File: src/rtl/memx_row_packer.sv
// Row packer for the X vector memory: gathers no_of_units elements per row and
// issues one single-cycle row write per row. Define MEMX_PACK_FLUSH_EN to add a partial-row flush input.
module memx_row_packer #(
  parameter int no_of_units   = 8,
  parameter int element_width = 32,
  parameter int memory_height = 1000,
  parameter int address_width = $clog2(memory_height) + 1
) (
  input  logic                                 clk,
  input  logic                                 rst,
  input  logic                                 start,
  input  logic [address_width-1:0]             base_address,
  input  logic [address_width-1:0]             row_count,
  input  logic [element_width-1:0]             in_data,
  input  logic                                 in_valid,
`ifdef MEMX_PACK_FLUSH_EN
  input  logic                                 flush,
`endif
  output logic                                 in_ready,
  output logic                                 write_enable,
  output logic [address_width-1:0]             input_write_address,
  output logic [no_of_units*element_width-1:0] input_data,
  output logic                                 busy,
  output logic                                 done
);
  localparam int ROW_W  = no_of_units * element_width;
  localparam int LANE_W = (no_of_units > 1) ? $clog2(no_of_units) : 1;
  localparam logic [LANE_W-1:0] LAST_LANE = LANE_W'(no_of_units - 1);

  // Handshake: an element transfers on any cycle with in_valid && in_ready;
  // the source holds in_data stable until that cycle.
  typedef enum logic [1:0] {S_IDLE, S_FILL, S_WRITE, S_DONE} state_t;
  state_t state, state_nxt;

  logic [LANE_W-1:0]        lane_cnt;
  logic [address_width-1:0] row_idx, base_q, count_q;
  logic [ROW_W-1:0]         row_buf, row_merged;
  logic                     flush_q;
  logic                     accept, flush_req, row_full, last_row, do_write;
  logic [LANE_W:0]          lanes_after;

  assign accept = (state == S_FILL) && in_valid;
`ifdef MEMX_PACK_FLUSH_EN
  assign flush_req = (state == S_FILL) && flush;
`else
  assign flush_req = 1'b0;
`endif
  assign row_full    = accept && (lane_cnt == LAST_LANE);
  assign last_row    = (row_idx == count_q - address_width'(1));
  assign lanes_after = {1'b0, lane_cnt} + {{LANE_W{1'b0}}, accept};
  // A flush writes only if the row holds at least one element after this cycle's accept.
  assign do_write    = row_full || (flush_req && (lanes_after != '0));

  always_comb begin
    row_merged = row_buf;
    if (accept) row_merged[lane_cnt*element_width +: element_width] = in_data;
  end

  always_ff @(posedge clk) begin
    if (rst) state <= S_IDLE;
    else     state <= state_nxt;
  end

  always_comb begin
    state_nxt    = state;
    in_ready     = 1'b0;
    write_enable = 1'b0;
    busy         = 1'b1;
    done         = 1'b0;
    case (state)
      S_IDLE: begin
        busy = 1'b0;
        if (start) state_nxt = (row_count == '0) ? S_DONE : S_FILL;
      end
      S_FILL: begin
        in_ready = 1'b1;
        if (do_write)       state_nxt = S_WRITE;
        else if (flush_req) state_nxt = S_DONE;
      end
      S_WRITE: begin
        write_enable = 1'b1;
        state_nxt    = (last_row || flush_q) ? S_DONE : S_FILL;
      end
      S_DONE: begin
        done      = 1'b1;
        state_nxt = S_IDLE;
      end
      default: state_nxt = S_IDLE;
    endcase
  end

  // The write port registers load on entry to WRITE so they hold between writes,
  // letting the pack buffer be cleared for the next row at the same edge.
  always_ff @(posedge clk) begin
    if (rst) begin
      lane_cnt            <= '0;
      row_idx             <= '0;
      base_q              <= '0;
      count_q             <= '0;
      row_buf             <= '0;
      flush_q             <= 1'b0;
      input_write_address <= '0;
      input_data          <= '0;
    end else begin
      case (state)
        S_IDLE: begin
          if (start) begin
            base_q   <= base_address;
            count_q  <= row_count;
            row_buf  <= '0;
            lane_cnt <= '0;
            row_idx  <= '0;
            flush_q  <= 1'b0;
          end
        end
        S_FILL: begin
          if (do_write) begin
            input_data          <= row_merged;
            input_write_address <= base_q + row_idx;
            row_buf             <= '0;
            lane_cnt            <= '0;
            flush_q             <= flush_req;
          end else if (accept) begin
            row_buf  <= row_merged;
            lane_cnt <= lane_cnt + LANE_W'(1);
          end
        end
        S_WRITE: begin
          if (!last_row && !flush_q) row_idx <= row_idx + address_width'(1);
        end
        default: ;
      endcase
    end
  end
endmodule
File: config.mk
export PLATFORM = sky130hd
export DESIGN_NAME = memx_row_packer
export DESIGN_NICKNAME = d
export VERILOG_FILES = /design/src/rtl/memx_row_packer.sv
export SDC_FILE = /design/constraint.sdc
export NUM_CORES = 1
export LEC_CHECK = 0
export ABC_AREA = 1
export CAP_MARGIN = 20
export CORE_ASPECT_RATIO = 2
export CORE_MARGIN = 2
export CORE_UTILIZATION = 50
export DETAILED_ROUTE_END_ITERATION = 10
export PLACE_DENSITY_LB_ADDON = 0.3
export SLEW_MARGIN = 0
export SYNTH_ARGS = -nofsm -noshare
export SYNTH_HDL_FRONTEND = slang
export SYNTH_SLANG_ARGS = --single-unit
export TNS_END_PERCENT = 10
File: constraint.sdc
create_clock -name clk -period 2.39 [get_ports clk]
set_clock_uncertainty 0.1 [all_clocks]
set_input_delay 0.478 -clock clk [delete_from_list [all_inputs] [get_ports clk]]
set_output_delay 0.478 -clock clk [all_outputs]
set_load 0.02 [all_outputs]
==> results.rst <==
.. list-table::
   :header-rows: 1

   * - Metric
     - Value
   * - Maximum operating frequency
     - 428.9 MHz
   * - Layout overhead on the synthesized area
     - 28.37%
   * - GRT Util Overall
     - a little under a third
   * - Drt total wl
     - roughly 80000 um
   * - Cell type group with the largest total delay on the critical path
     - simple AND/OR/NAND/NOR gates
   * - Total design power
     - 20.00 mW
   * - CTS H-tree depth
     - 2
   * - Fraction of power spent switching nets
     - 24.07%
   * - NumNets Final
     - 3756
   * - Setup Total Neg Slack
     - 0 ps
   * - Register-to-register setup slack
     - 60 ps
   * - Chip Height
     - 317.0 um
   * - Share of the core filled with cells in the final layout
     - roughly two thirds
   * - Wire length per cell after detailed routing
     - roughly 19 um
   * - Run status
     - complete, no violations
   * - Core box area
     - between 40000 and 50000 sq um
   * - Dpl ws
     - -105.1 ps
   * - Period minus WS final
     - roughly 2300 ps
   * - Sum of buffers and inverters on the critical path
     - 4
   * - Per-instance average area after synthesis
     - 7.303 sq um
   * - Gpl congestion
     - roughly 0.94
   * - Clock transition at the registers of the reported paths
     - 70 ps
   * - CP endpoint kind
     - register
   * - Maximum buffer depth of the clock tree
     - 3
   * - Worst VDD drop
     - 0.0006033 V
   * - Cell area after technology mapping
     - roughly 24000 sq um
   * - Leakage dissipation
     - 12.51 nW
   * - WHS
     - roughly 360 ps
   * - Hold Vio Cnt, Final
     - 0
   * - Post-Synthesis Cells
     - approximately 3400
   * - Number of max-cap violations
     - 0
   * - Seq pwr share
     - between 40% and 50%
   * - Total number of vias
     - around 24000
   * - Starting density of the core
     - between 50 and 60%
   * - Final routed DRC violation total
     - 0
   * - Critical-path cell list
     - inv_1, ha_2, ha_1, inv_1, nand2_1, nor2_1, nand2_2, inv_2, buf_12, o21ai_0, or2_1, a21oi_1
   * - Die span in x
     - roughly 160 um
   * - Dominant cell type by count on the critical path
     - sky130_fd_sc_hd__inv_1
   * - Maximum number of pins on one net before global-route repair
     - 137
   * - Clock latency reported for the late side of the worst-skew pair
     - around 600 ps
   * - Internal Pwr Total
     - around 15 mW
   * - Max-slew violation count
     - 0
   * - CTS Root Buffer Type
     - sky130_fd_sc_hd__clkbuf_16
   * - Sequential share of the synthesized area
     - a little under half
   * - Number of nets with antenna violations after detailed routing
     - 0
   * - Net count after synthesis
     - 3432
   * - Combinational fraction of design power
     - roughly 7.7%
   * - Number of flip-flops and latches in the synthesized netlist
     - between 500 and 600
   * - Cell area power density
     - 636.0 nW/um^2
   * - Clk pwr share
     - 45.1%
   * - Critical path startpoint category
     - register
   * - Leading cell type in the layout, fill and taps excluded
     - sky130_fd_sc_hd__nand2_1
   * - Clock buffers created by TritonCTS
     - 50
   * - Library cells used by synthesis
     - between 40 and 50
   * - Count of standard-cell rows
     - between 100 and 150
   * - Setup repair after global routing missed its margin
     - true
   * - Initial DRC count
     - roughly 2100
   * - Non-filler instance count after layout
     - 4358
   * - Vias per cell
     - roughly 5.4
   * - Final setup margin
     - between 50 and 60 ps
   * - Category of the critical setup timing path
     - reg2reg
   * - Worst path max stage delay
     - 330 ps
   * - Switching pwr
     - 4.813 mW
   * - Share of cells above drive strength 1
     - 9.035%
   * - Antenna violations before repair
     - 1
   * - Count of fill cells added during filler insertion
     - 4198
   * - Worst-path fanout max
     - 20
   * - Design Area, Final
     - roughly 31000 sq um
   * - Cell type of the slowest stage on the worst timing path
     - sky130_fd_sc_hd__dfxtp_1
   * - Setup Viol. Count Final
     - 0
   * - Most frequent cells in the layout
     - sky130_fd_sc_hd__nand2_1 (803), sky130_fd_sc_hd__dfxtp_1 (561), sky130_fd_sc_hd__o21ai_0 (470)
   * - Total placed cells including tap cells
     - between 4000 and 5000
   * - Count of buffers from port buffering
     - roughly 330
   * - Share of the clock period used by the worst path
     - 97.55%
   * - Slew at the pin with the worst max-slew slack
     - slightly above 700 ps
   * - WP data arrival
     - 2740 ps
   * - Total overflow reported by the global router
     - 0
   * - I/O pins
     - 329
   * - Endpoint required time on the critical path
     - roughly 2800 ps
   * - Vias in the first global route
     - around 22000
   * - Cell area reported after detailed placement
     - 29460 sq um
   * - Floorplan die area
     - 50880 sq um
   * - TritonRoute pass-1 iters
     - 5
   * - Slew Limit Headroom
     - 53.09%
   * - Number of sinks driven by the clock tree
     - around 560
   * - TritonCTS clock tree
     - yes
   * - Total number of yosys warnings
     - 0
   * - Hold Crit Class
     - reg2reg
   * - Half-perimeter wire length after detailed placement
     - 55570 um
   * - First-pass GRT wire length
     - ~120000 um
==> sequential cells by signal, indices dropped and copies added, names as in the netlist <==
signal and cells:
input_data 256, row_buf 256, base_q 11, count_q 11, input_write_address 11, row_idx 11
lane_cnt 3, state 2
==> path summary, 6_finish.rpt <==
kind	from	endpoint	cells after the start
worst max-delay path	lane_cnt[1]$_SDFFE_PP0P_	row_buf[167]$_SDFFE_PP0P_	12
worst min-delay path	row_buf[251]$_SDFFE_PP0P_	row_buf[251]$_SDFFE_PP0P_	2
worst max register to register	lane_cnt[1]$_SDFFE_PP0P_	row_buf[167]$_SDFFE_PP0P_	12
worst min register to register	row_buf[251]$_SDFFE_PP0P_	row_buf[251]$_SDFFE_PP0P_	2
==> cells by family after synthesis <==
logic type	count (synthesis)	synth area share, %
DFF	561	45.85
buffers and inverters	562	9.185
and+or+nand+nor	1075	18.04
AOI/OAI and AO/OA	1117	25.19
xor gates and xnor gates	19	0.6794
adders and majority gates	20	1.052
==> cells in the mapped netlist <==
master,count,area (sq um)
sky130_fd_sc_hd__xnor2_1,5,43.79
sky130_fd_sc_hd__nor2_1,74,277.8
sky130_fd_sc_hd__buf_1,11,41.29
sky130_fd_sc_hd__or2_2,10,62.56
sky130_fd_sc_hd__ha_1,19,237.7
sky130_fd_sc_hd__o21ai_1,41,205.2
sky130_fd_sc_hd__nor2_4,4,45.04
sky130_fd_sc_hd__nand4_2,1,12.51
sky130_fd_sc_hd__o22ai_1,13,81.33
sky130_fd_sc_hd__dfxtp_1,561,11230
sky130_fd_sc_hd__nand2_1,804,3018
sky130_fd_sc_hd__nor3_1,8,40.04
sky130_fd_sc_hd__o31ai_1,1,7.510
sky130_fd_sc_hd__clkbuf_1,174,653.1
sky130_fd_sc_hd__inv_2,12,45.04
sky130_fd_sc_hd__o21bai_1,213,1599
sky130_fd_sc_hd__o21ai_0,500,2502
sky130_fd_sc_hd__buf_4,13,97.59
sky130_fd_sc_hd__o221ai_1,1,8.760
sky130_fd_sc_hd__nand2_4,1,11.26
sky130_fd_sc_hd__o211ai_1,1,7.510
sky130_fd_sc_hd__inv_1,297,1115
sky130_fd_sc_hd__buf_2,49,245.2
sky130_fd_sc_hd__a21oi_1,336,1682
sky130_fd_sc_hd__nor2_2,2,12.51
sky130_fd_sc_hd__clkinv_1,2,7.510
sky130_fd_sc_hd__or2_1,36,225.2
sky130_fd_sc_hd__a31oi_1,5,31.28
sky130_fd_sc_hd__nand3_1,118,590.6
sky130_fd_sc_hd__o21a_1,3,22.52
sky130_fd_sc_hd__nor3b_1,3,22.52
sky130_fd_sc_hd__a211oi_1,1,7.510
sky130_fd_sc_hd__nand4_1,2,12.51
sky130_fd_sc_hd__fa_1,1,20.02
sky130_fd_sc_hd__nor4_1,3,18.77
sky130_fd_sc_hd__buf_6,4,45.04
sky130_fd_sc_hd__xor2_1,14,122.6
sky130_fd_sc_hd__a22oi_1,2,15.01
sky130_fd_sc_hd__nand2_2,4,25.02
sky130_fd_sc_hd__nand3b_1,2,15.01
sky130_fd_sc_hd__nand3_2,3,30.03
==> routing by layer <==
layer | track usage [%] | vias up | wire length (um)
met1 | 35.60 | 10900 | 30160
met5 | 0 | - | 13
li1 | - | 11590 | -
met3 | 3.496 | 207 | 4997
met2 | 53.96 | 872 | 39700
met4 | 20.05 | 2 | 5848
==> worst register-to-register path, delay by kind of cell (launching register included) <==
family	cells	cell delay, ps
compound gates	2	270
fa+ha+maj	2	470
buf+inv	4	400
simple gates	4	710
flops	1	330
==> power by group through the flow <==
stage / sequential (mW) / combinational [mW] / clock [mW]
after floorplan: 9.64 / 0.802 / 0
after global placement: 9.65 / 1.51 / 0
after detailed placement: 9.64 / 1.51 / 0
after CTS: 9.43 / 1.51 / 9.16
after global routing: 9.43 / 1.65 / 9.52
final: 9.43 / 1.55 / 9.02
==> timing repair <==
action / in CTS / in global routing
setup buffers: 0 / 3
endpoints found under the setup margin: 3 / 243
pin swaps: 0 / 2
gates resized for setup: 3 / 55
cloned: 0 / 1
hold buffers: 0 / 0
==> cell type report <==
type                    instances  area (sq um)  share of cell area (%)
diodes                          1         2.502                0.007959
multi-input cells            2231         11090                   35.26
clock inverters                24         367.9                   1.170
inverters                     311          1195                   3.800
clock buffers                  69          1474                   4.688
repair buffers                523          5286                   16.81
flip-flops and latches        561         11230                   35.72
well taps                     638         798.3                   2.539
No activity file was read; power rests on OpenSTA's default activity.
